[config.mk]
export PLATFORM = sky130hd
export DESIGN_NAME = life_game_controller
export DESIGN_NICKNAME = d
export VERILOG_FILES = /design/src/rtl/life_game_controller_pkg.sv /design/src/rtl/life_game_controller_gen_rate_divider.sv /design/src/rtl/life_game_controller.sv
export SDC_FILE = /design/constraint.sdc
export NUM_CORES = 1
export LEC_CHECK = 0
export CORE_ASPECT_RATIO = 1.2
export CORE_MARGIN = 2
export CORE_UTILIZATION = 52
export DETAILED_ROUTE_END_ITERATION = 6
export PLACE_DENSITY = 0.83
export SLEW_MARGIN = 10
export SYNTH_ARGS = -nofsm -noshare
export SYNTH_HDL_FRONTEND = slang
export SYNTH_SLANG_ARGS = --single-unit
[constraint.sdc]
create_clock -name clk -period 3.6 [get_ports clk]
set_clock_uncertainty 0.2 [all_clocks]
set_input_delay 0.72 -clock clk [delete_from_list [all_inputs] [get_ports clk]]
set_output_delay 0.72 -clock clk [all_outputs]
set_load 0.01 [all_outputs]
[src/rtl/life_game_controller_pkg.sv]
// rtl/life_game_controller_pkg.sv - shared states, constants and cursor helper for the Life sequencer
package life_game_controller_pkg;

  typedef enum logic [2:0] {
    ST_LOAD   = 3'd0,
    ST_PAUSED = 3'd1,
    ST_RUN    = 3'd2,
    ST_STEP   = 3'd3,
    ST_EDIT   = 3'd4
  } ctrl_state_t;

  localparam int LOAD_CYCLES = 2;
  localparam int GEN_W       = 16;

  // Move a cursor coordinate by one with wraparound; inc and dec together cancel.
  function automatic int wrap_move(int pos, logic inc, logic dec, int n);
    int r;
    r = pos;
    if (inc && !dec) begin
      r = (pos == n - 1) ? 0 : pos + 1;
    end else if (dec && !inc) begin
      r = (pos == 0) ? n - 1 : pos - 1;
    end
    return r;
  endfunction

endpackage

[src/rtl/life_game_controller_gen_rate_divider.sv]
// rtl/life_game_controller_gen_rate_divider.sv - generation period counter with speed select
module gen_rate_divider #(
  parameter int TICK_DIV = 5_000_000
) (
  input  logic       clk,
  input  logic       clr,
  input  logic       enable,
  input  logic       restart,
  input  logic [2:0] speed,
  output logic       tick
);

  localparam int CNT_W = $clog2(TICK_DIV + 1);

  logic [CNT_W-1:0] cnt;
  logic [CNT_W-1:0] period;
  logic [CNT_W-1:0] period_sel;
  logic             wrap;

  assign period_sel = CNT_W'(TICK_DIV >> speed);
  assign wrap       = (cnt == period - 1'b1);
  // restart is only raised outside RUN, so it never overlaps enable
  assign tick       = enable & wrap;

  // Count 0..period-1; speed is only re-sampled on restart and at wrap
  always_ff @(posedge clk or negedge clr) begin
    if (!clr) begin
      cnt    <= '0;
      period <= CNT_W'(TICK_DIV);
    end else if (restart) begin
      cnt    <= '0;
      period <= period_sel;
    end else if (enable) begin
      if (wrap) begin
        cnt    <= '0;
        period <= period_sel;
      end else begin
        cnt <= cnt + 1'b1;
      end
    end
  end

endmodule

[src/rtl/life_game_controller.sv]
// rtl/life_game_controller.sv - run/pause/step/edit/load sequencer for the Life cell grid
module life_game_controller
  import life_game_controller_pkg::*;
#(
  parameter int NR       = 20,
  parameter int NC       = 20,
  parameter int ADDR_LEN = 6,
  parameter int TICK_DIV = 5_000_000
) (
  input  logic                clk,
  input  logic                clr,
  input  logic                btn_run,
  input  logic                btn_step,
  input  logic                btn_toggle,
  input  logic                btn_load,
  input  logic                btn_up,
  input  logic                btn_down,
  input  logic                btn_left,
  input  logic                btn_right,
  input  logic [2:0]          speed,
  input  logic [2:0]          preset_in,
  input  logic                cur_state,
  output logic                game_enable,
  output logic                write_enable,
  output logic [ADDR_LEN-1:0] write_row,
  output logic [ADDR_LEN-1:0] write_col,
  output logic                data_in,
  output logic                grid_clr_n,
  output logic [2:0]          preset_sel,
  output logic                running,
  output logic [GEN_W-1:0]    gen_count
);

  ctrl_state_t         state, state_d;
  logic [1:0]          load_cnt, load_cnt_d;
  logic [ADDR_LEN-1:0] row_d, col_d;
  logic                ge_d, we_d, din_d, clr_n_d;
  logic [2:0]          preset_d;
  logic [GEN_W-1:0]    gen_d;
  logic                tick, restart, div_en;

  assign div_en  = (state == ST_RUN);
  assign restart = (state == ST_LOAD) || (state == ST_PAUSED && state_d == ST_RUN);

  gen_rate_divider #(.TICK_DIV(TICK_DIV)) u_rate (
    .clk     (clk),
    .clr     (clr),
    .enable  (div_en),
    .restart (restart),
    .speed   (speed),
    .tick    (tick)
  );

  // Next-state and next-output decode; every output is registered below
  always_comb begin
    state_d    = state;
    load_cnt_d = load_cnt;
    row_d      = write_row;
    col_d      = write_col;
    ge_d       = 1'b0;
    we_d       = 1'b0;
    din_d      = 1'b0;
    clr_n_d    = grid_clr_n;
    preset_d   = preset_sel;
    gen_d      = gen_count;
    case (state)
      ST_LOAD: begin
        gen_d = '0;
        if (load_cnt == 2'(LOAD_CYCLES - 1)) begin
          state_d = ST_PAUSED;
          clr_n_d = 1'b1;
        end else begin
          load_cnt_d = load_cnt + 2'd1;
        end
      end
      ST_PAUSED: begin
        row_d = ADDR_LEN'(wrap_move(int'(write_row), btn_down, btn_up, NR));
        col_d = ADDR_LEN'(wrap_move(int'(write_col), btn_right, btn_left, NC));
        if (btn_load) begin
          state_d    = ST_LOAD;
          load_cnt_d = '0;
          clr_n_d    = 1'b0;
          preset_d   = preset_in;
          gen_d      = '0;
        end else if (btn_run) begin
          state_d = ST_RUN;
        end else if (btn_step) begin
          state_d = ST_STEP;
          ge_d    = 1'b1;
          gen_d   = gen_count + 1'b1;
        end else if (btn_toggle) begin
          state_d = ST_EDIT;
          we_d    = 1'b1;
          din_d   = ~cur_state;
        end
      end
      ST_STEP, ST_EDIT: begin
        state_d = ST_PAUSED;
      end
      ST_RUN: begin
        if (btn_load) begin
          state_d    = ST_LOAD;
          load_cnt_d = '0;
          clr_n_d    = 1'b0;
          preset_d   = preset_in;
          gen_d      = '0;
        end else begin
          if (tick) begin
            ge_d  = 1'b1;
            gen_d = gen_count + 1'b1;
          end
          if (btn_run) begin
            state_d = ST_PAUSED;
          end
        end
      end
      default: begin
        state_d    = ST_LOAD;
        load_cnt_d = '0;
        clr_n_d    = 1'b0;
      end
    endcase
  end

  // State and output registers
  always_ff @(posedge clk or negedge clr) begin
    if (!clr) begin
      state        <= ST_LOAD;
      load_cnt     <= '0;
      write_row    <= '0;
      write_col    <= '0;
      game_enable  <= 1'b0;
      write_enable <= 1'b0;
      data_in      <= 1'b0;
      grid_clr_n   <= 1'b0;
      preset_sel   <= '0;
      running      <= 1'b0;
      gen_count    <= '0;
    end else begin
      state        <= state_d;
      load_cnt     <= load_cnt_d;
      write_row    <= row_d;
      write_col    <= col_d;
      game_enable  <= ge_d;
      write_enable <= we_d;
      data_in      <= din_d;
      grid_clr_n   <= clr_n_d;
      preset_sel   <= preset_d;
      running      <= (state_d == ST_RUN);
      gen_count    <= gen_d;
    end
  end

endmodule
==> report_table.html <==
<table>
<tr><th>Metric</th><th>Value</th></tr>
<tr><th colspan="2">STA</th></tr>
<tr><td>Highest clock frequency the design can meet</td><td>0.287 GHz</td></tr>
<tr><td>Slew @ Worst Pin</td><td>651 ps</td></tr>
<tr><td>Smallest hold slack</td><td>186 ps</td></tr>
<tr><td>Final count of pins violating max slew</td><td>0</td></tr>
<tr><td>Crit path time final</td><td>3490 ps</td></tr>
<tr><td>Setup slack of the critical path after layout</td><td>111 ps</td></tr>
<tr><td>Post-route fraction of the period consumed by the critical path</td><td>96.9%</td></tr>
<tr><td>Max_slew headroom</td><td>56.6%</td></tr>
<tr><td>RSZ-0062 raised after global routing</td><td>no</td></tr>
<tr><td>Fin. Hold Viols</td><td>0</td></tr>
<tr><td>Sum of negative setup slack</td><td>0 ps</td></tr>
<tr><td>Setup violations, final</td><td>0</td></tr>
<tr><th colspan="2">Global route</th></tr>
<tr><td>GRT Residual Overflow</td><td>0</td></tr>
<tr><td>Number of antenna violations at the first check in global routing</td><td>0</td></tr>
<tr><td>Met2 routing resource usage after global routing</td><td>44.3%</td></tr>
<tr><td>Largest net degree at the start of global routing</td><td>50</td></tr>
<tr><td>Layer carrying the most global-route usage</td><td>met2</td></tr>
<tr><td>First-pass GRT wire length</td><td>22200 um</td></tr>
<tr><td>Met3 Track Usage GR</td><td>3.98%</td></tr>
<tr><td>Met1 track demand over resource in global routing</td><td>28.0%</td></tr>
<tr><td>Global-route usage over all layers</td><td>24.1%</td></tr>
<tr><td>Vias in the first global route</td><td>4831</td></tr>
<tr><th colspan="2">Clock tree</th></tr>
<tr><td>CTS Buf Count</td><td>9</td></tr>
<tr><td>Clock insertion delay at the later pin of the skew report</td><td>350 ps</td></tr>
<tr><td>Clock transition at the register clock pins on the worst setup and hold paths after CTS</td><td>60 ps</td></tr>
<tr><td>CTS Hold Buffers Added</td><td>0</td></tr>
<tr><td>Number of buffers on the longest clock path</td><td>2</td></tr>
<tr><td>Clock tree from TritonCTS</td><td>yes</td></tr>
<tr><td>Sink count of the clock tree</td><td>87</td></tr>
<tr><td>Maximum level of the CTS H-tree</td><td>3</td></tr>
<tr><td>Setup Buffers After CTS</td><td>0</td></tr>
<tr><td>Buffer cell driving the clock tree root</td><td>sky130_fd_sc_hd__clkbuf_16</td></tr>
<tr><th colspan="2">Detailed routing</th></tr>
<tr><td>Count of unresolved DRC violations after routing</td><td>0</td></tr>
<tr><td>Via-per-instance ratio</td><td>6.13</td></tr>
<tr><td>Wirelength per Cell</td><td>16.6 um</td></tr>
<tr><td>Number of vias in the routed layout</td><td>4907</td></tr>
<tr><td>Number of DRC violations after detailed-routing iteration 0</td><td>321</td></tr>
<tr><td>DR pass1 iterations</td><td>5</td></tr>
<tr><td>Final WL</td><td>13300 um</td></tr>
<tr><td>ANT nets after route</td><td>0</td></tr>
<tr><th colspan="2">Worst setup path</th></tr>
<tr><td>Crit-path max FO</td><td>36</td></tr>
<tr><td>Worst flop-to-flop path startpoint</td><td>u_rate.period[10]$_DFFE_PN0P_</td></tr>
<tr><td>Origin of the worst setup path</td><td>u_rate.period[10]$_DFFE_PN0P_</td></tr>
<tr><td>Crit end category</td><td>register</td></tr>
<tr><td>Register-to-register path setup slack</td><td>110 ps</td></tr>
<tr><td>Element type at the critical path start</td><td>register</td></tr>
<tr><td>Critical path endpoint</td><td>u_rate.period[21]$_DFFE_PN0P_</td></tr>
<tr><td>CP Data Required Time</td><td>3620 ps</td></tr>
<tr><td>Number of cells traversed by the worst register-to-register path</td><td>9</td></tr>
<tr><td>Startpoint-to-endpoint class of the critical path</td><td>reg2reg</td></tr>
<tr><td>Worst EP arrival</td><td>3510 ps</td></tr>
<tr><td>Terminus of the critical flop-to-flop path</td><td>u_rate.period[21]$_DFFE_PN0P_</td></tr>
<tr><th colspan="2">Yosys</th></tr>
<tr><td>Cells after synthesis</td><td>611</td></tr>
<tr><td>Async SR Flop Fraction</td><td>100%</td></tr>
<tr><td>Number of enable flip-flop cells after synthesis</td><td>0</td></tr>
<tr><td>Synth top area share</td><td>36.6%</td></tr>
<tr><td>Leading cell types by total area after synthesis</td><td>sky130_fd_sc_hd__dfrtp_1, sky130_fd_sc_hd__nor2_1, sky130_fd_sc_hd__o21ai_0</td></tr>
<tr><td>Number of warnings printed during yosys synthesis</td><td>0</td></tr>
<tr><td>Number of different library cells in the post-synthesis netlist</td><td>63</td></tr>
<tr><td>Portion of the post-synthesis area used by sequential elements</td><td>40.4%</td></tr>
<tr><td>Syn_nets</td><td>645</td></tr>
<tr><td>Post-Syn Area per Cell</td><td>8.85 um^2</td></tr>
<tr><td>Leading area contributor after synthesis</td><td>sky130_fd_sc_hd__dfrtp_1</td></tr>
<tr><td>Register bit count reported by yosys</td><td>87</td></tr>
<tr><td>Most frequently used flop master after synthesis</td><td>sky130_fd_sc_hd__dfrtp_1</td></tr>
<tr><td>Synth Cell Area</td><td>5410 um^2</td></tr>
<tr><th colspan="2">Floorplanning</th></tr>
<tr><td>Die W</td><td>97.1 um</td></tr>
<tr><td>Vertical die dimension</td><td>116 um</td></tr>
<tr><td>Number of I/O pins</td><td>53</td></tr>
<tr><td>Core area</td><td>10100 um^2</td></tr>
<tr><td>Effective utilization at floorplan</td><td>53.8%</td></tr>
<tr><td>Die footprint</td><td>11200 um^2</td></tr>
<tr><td>Row Count</td><td>40</td></tr>
<tr><th colspan="2">Layout</th></tr>
<tr><td>Layout Nets</td><td>704</td></tr>
<tr><td>Post-route insts no fill</td><td>801</td></tr>
<tr><td># diodes</td><td>0</td></tr>
<tr><td>Layout cells sized above 1</td><td>10.1%</td></tr>
<tr><td>Most common library cell in the layout ignoring fill and taps</td><td>sky130_fd_sc_hd__dfrtp_1</td></tr>
<tr><td>Commonest cells after routing, fill and taps aside</td><td>sky130_fd_sc_hd__dfrtp_1, sky130_fd_sc_hd__nor2_1, sky130_fd_sc_hd__clkdlybuf4s50_1</td></tr>
<tr><td>Area Growth Syn to Fin</td><td>19.4%</td></tr>
<tr><td>Count of filler cells inserted in the layout</td><td>787</td></tr>
<tr><td>Final cell area excluding filler cells</td><td>6460 um^2</td></tr>
<tr><th colspan="2">Place</th></tr>
<tr><td>Placed cell count</td><td>784</td></tr>
<tr><td>Post-detail-place hpwl</td><td>9630 um</td></tr>
<tr><td>Input/output buffers</td><td>52</td></tr>
<tr><td>Minimum setup slack after placement</td><td>95.0 ps</td></tr>
<tr><td>Area post-placement</td><td>6120 um^2</td></tr>
<tr><td>Final weighted congestion in routability-driven placement</td><td>0.997</td></tr>
<tr><th colspan="2">Pwr</th></tr>
<tr><td>Standby leakage power</td><td>0.00263 uW</td></tr>
<tr><td>Cell area power density</td><td>657 nW/um^2</td></tr>
<tr><td>Largest vdd supply drop</td><td>0.000373 V</td></tr>
<tr><th colspan="2">Status</th></tr>
<tr><td>Status</td><td>finished clean</td></tr>
<tr><th colspan="2">Worst hold path</th></tr>
<tr><td>Kind of path behind the tightest hold check</td><td>in2async</td></tr>
<tr><th colspan="2">Job</th></tr>
<tr><td>Max-cap violations</td><td>0</td></tr>
</table>
## cells in the mapped netlist, drive strengths merged (6+ instances only)
master,n
nand4,7
a21oi,40
buf,8
nand2,36
o21ai,47
nor4,12
xor2,24
nor3,20
and3,17
ha,17
o31ai,8
dfrtp,79
clkbuf,13
dfstp,8
xnor2,23
or3,14
nor2,66
mux2,15
o211ai,6
nand2b,12
nand3,33
inv,30
## critical path: stages, from the launching register on
cell and delay [ps]:
sky130_fd_sc_hd__dfrtp_1 390, sky130_fd_sc_hd__or4_4 530, sky130_fd_sc_hd__or3_1 380, sky130_fd_sc_hd__a2111o_1 410, sky130_fd_sc_hd__a32oi_1 150, sky130_fd_sc_hd__nor4b_2 230, sky130_fd_sc_hd__and4b_4 320, sky130_fd_sc_hd__o21a_1 170
sky130_fd_sc_hd__buf_12 200, sky130_fd_sc_hd__mux2_2 370
## state kept, by name, summed over array words and instances (netlist names)
name,flops
state,3
u_rate.period,23
u_rate.cnt,23
write_col,6
grid_clr_n,1
preset_sel,3
write_row,6
gen_count,16
data_in,1
game_enable,1
running,1
write_enable,1
load_cnt,2
## kinds of logic after synthesis
group           count (synthesis)  synth area share [%]
mux                            19                  3.86
fa+ha+maj                      17                  3.93
xor+xnor                       47                  7.61
buf+inv                        51                  3.91
compound gates                144                  16.6
simple gates                  246                  23.6
flops                          87                  40.4
## worst min-delay path by stage
stage                             startpoint                            end  slack [ps]
2_1_floorplan                            clr              data_in$_DFF_PN0_         220
3_3_place_gp         load_cnt[1]$_DFFE_PN0P_        load_cnt[1]$_DFFE_PN0P_         290
3_5_place_dp   u_rate.period[22]$_DFFE_PN1P_  u_rate.period[22]$_DFFE_PN1P_         300
4_1_cts                                  clr   u_rate.period[5]$_DFFE_PN0P_         210
5_1_grt                                  clr   u_rate.period[5]$_DFFE_PN0P_         250
6_report                                 clr   u_rate.period[5]$_DFFE_PN0P_         190
## routing by layer
| layer | wire length (um) | part of all wire [%] |
|---|---|---|
| met3 | 676 | 5.1 |
| met5 | 0 | 0 |
| met2 | 6940 | 52 |
| met4 | 304 | 2.3 |
| met1 | 5350 | 40 |
## metrics by stage
| step | utilization [%] | total power, uW |
|---|---|---|
| 6_report | 64.2 | 4240 |
| 4_1_cts | 63.8 | 4190 |
| 3_5_place_dp | 60.8 | 3250 |
| 2_1_floorplan | - | 2650 |
| 3_3_place_gp | 60.8 | 3170 |
| 5_1_grt | 64.2 | 4500 |
## cell type report
class | instances | area [um^2] | share of cell area (%)
Multi-Input combinational cell | 473 | 3030 | 46.9
Sequential cell | 87 | 2190 | 33.9
Timing Repair Buffer | 69 | 669 | 10.4
Clock buffer | 11 | 243 | 3.76
Tap cell | 126 | 158 | 2.44
Inverter | 30 | 113 | 1.74
Clock inverter | 5 | 57.6 | 0.891
## report_power, final
group | switching (uW) | internal (uW)
combinational | 901 | 815
clock | 382 | 556
sequential | 358 | 1230
total | 1640 | 2600
## what timing repair did
action                                 CTS  global route
resized for setup                        0             5
setup endpoints to repair                0            26
endpoints found under the hold margin    0             0
No activity file was read; power rests on OpenSTA's default activity.
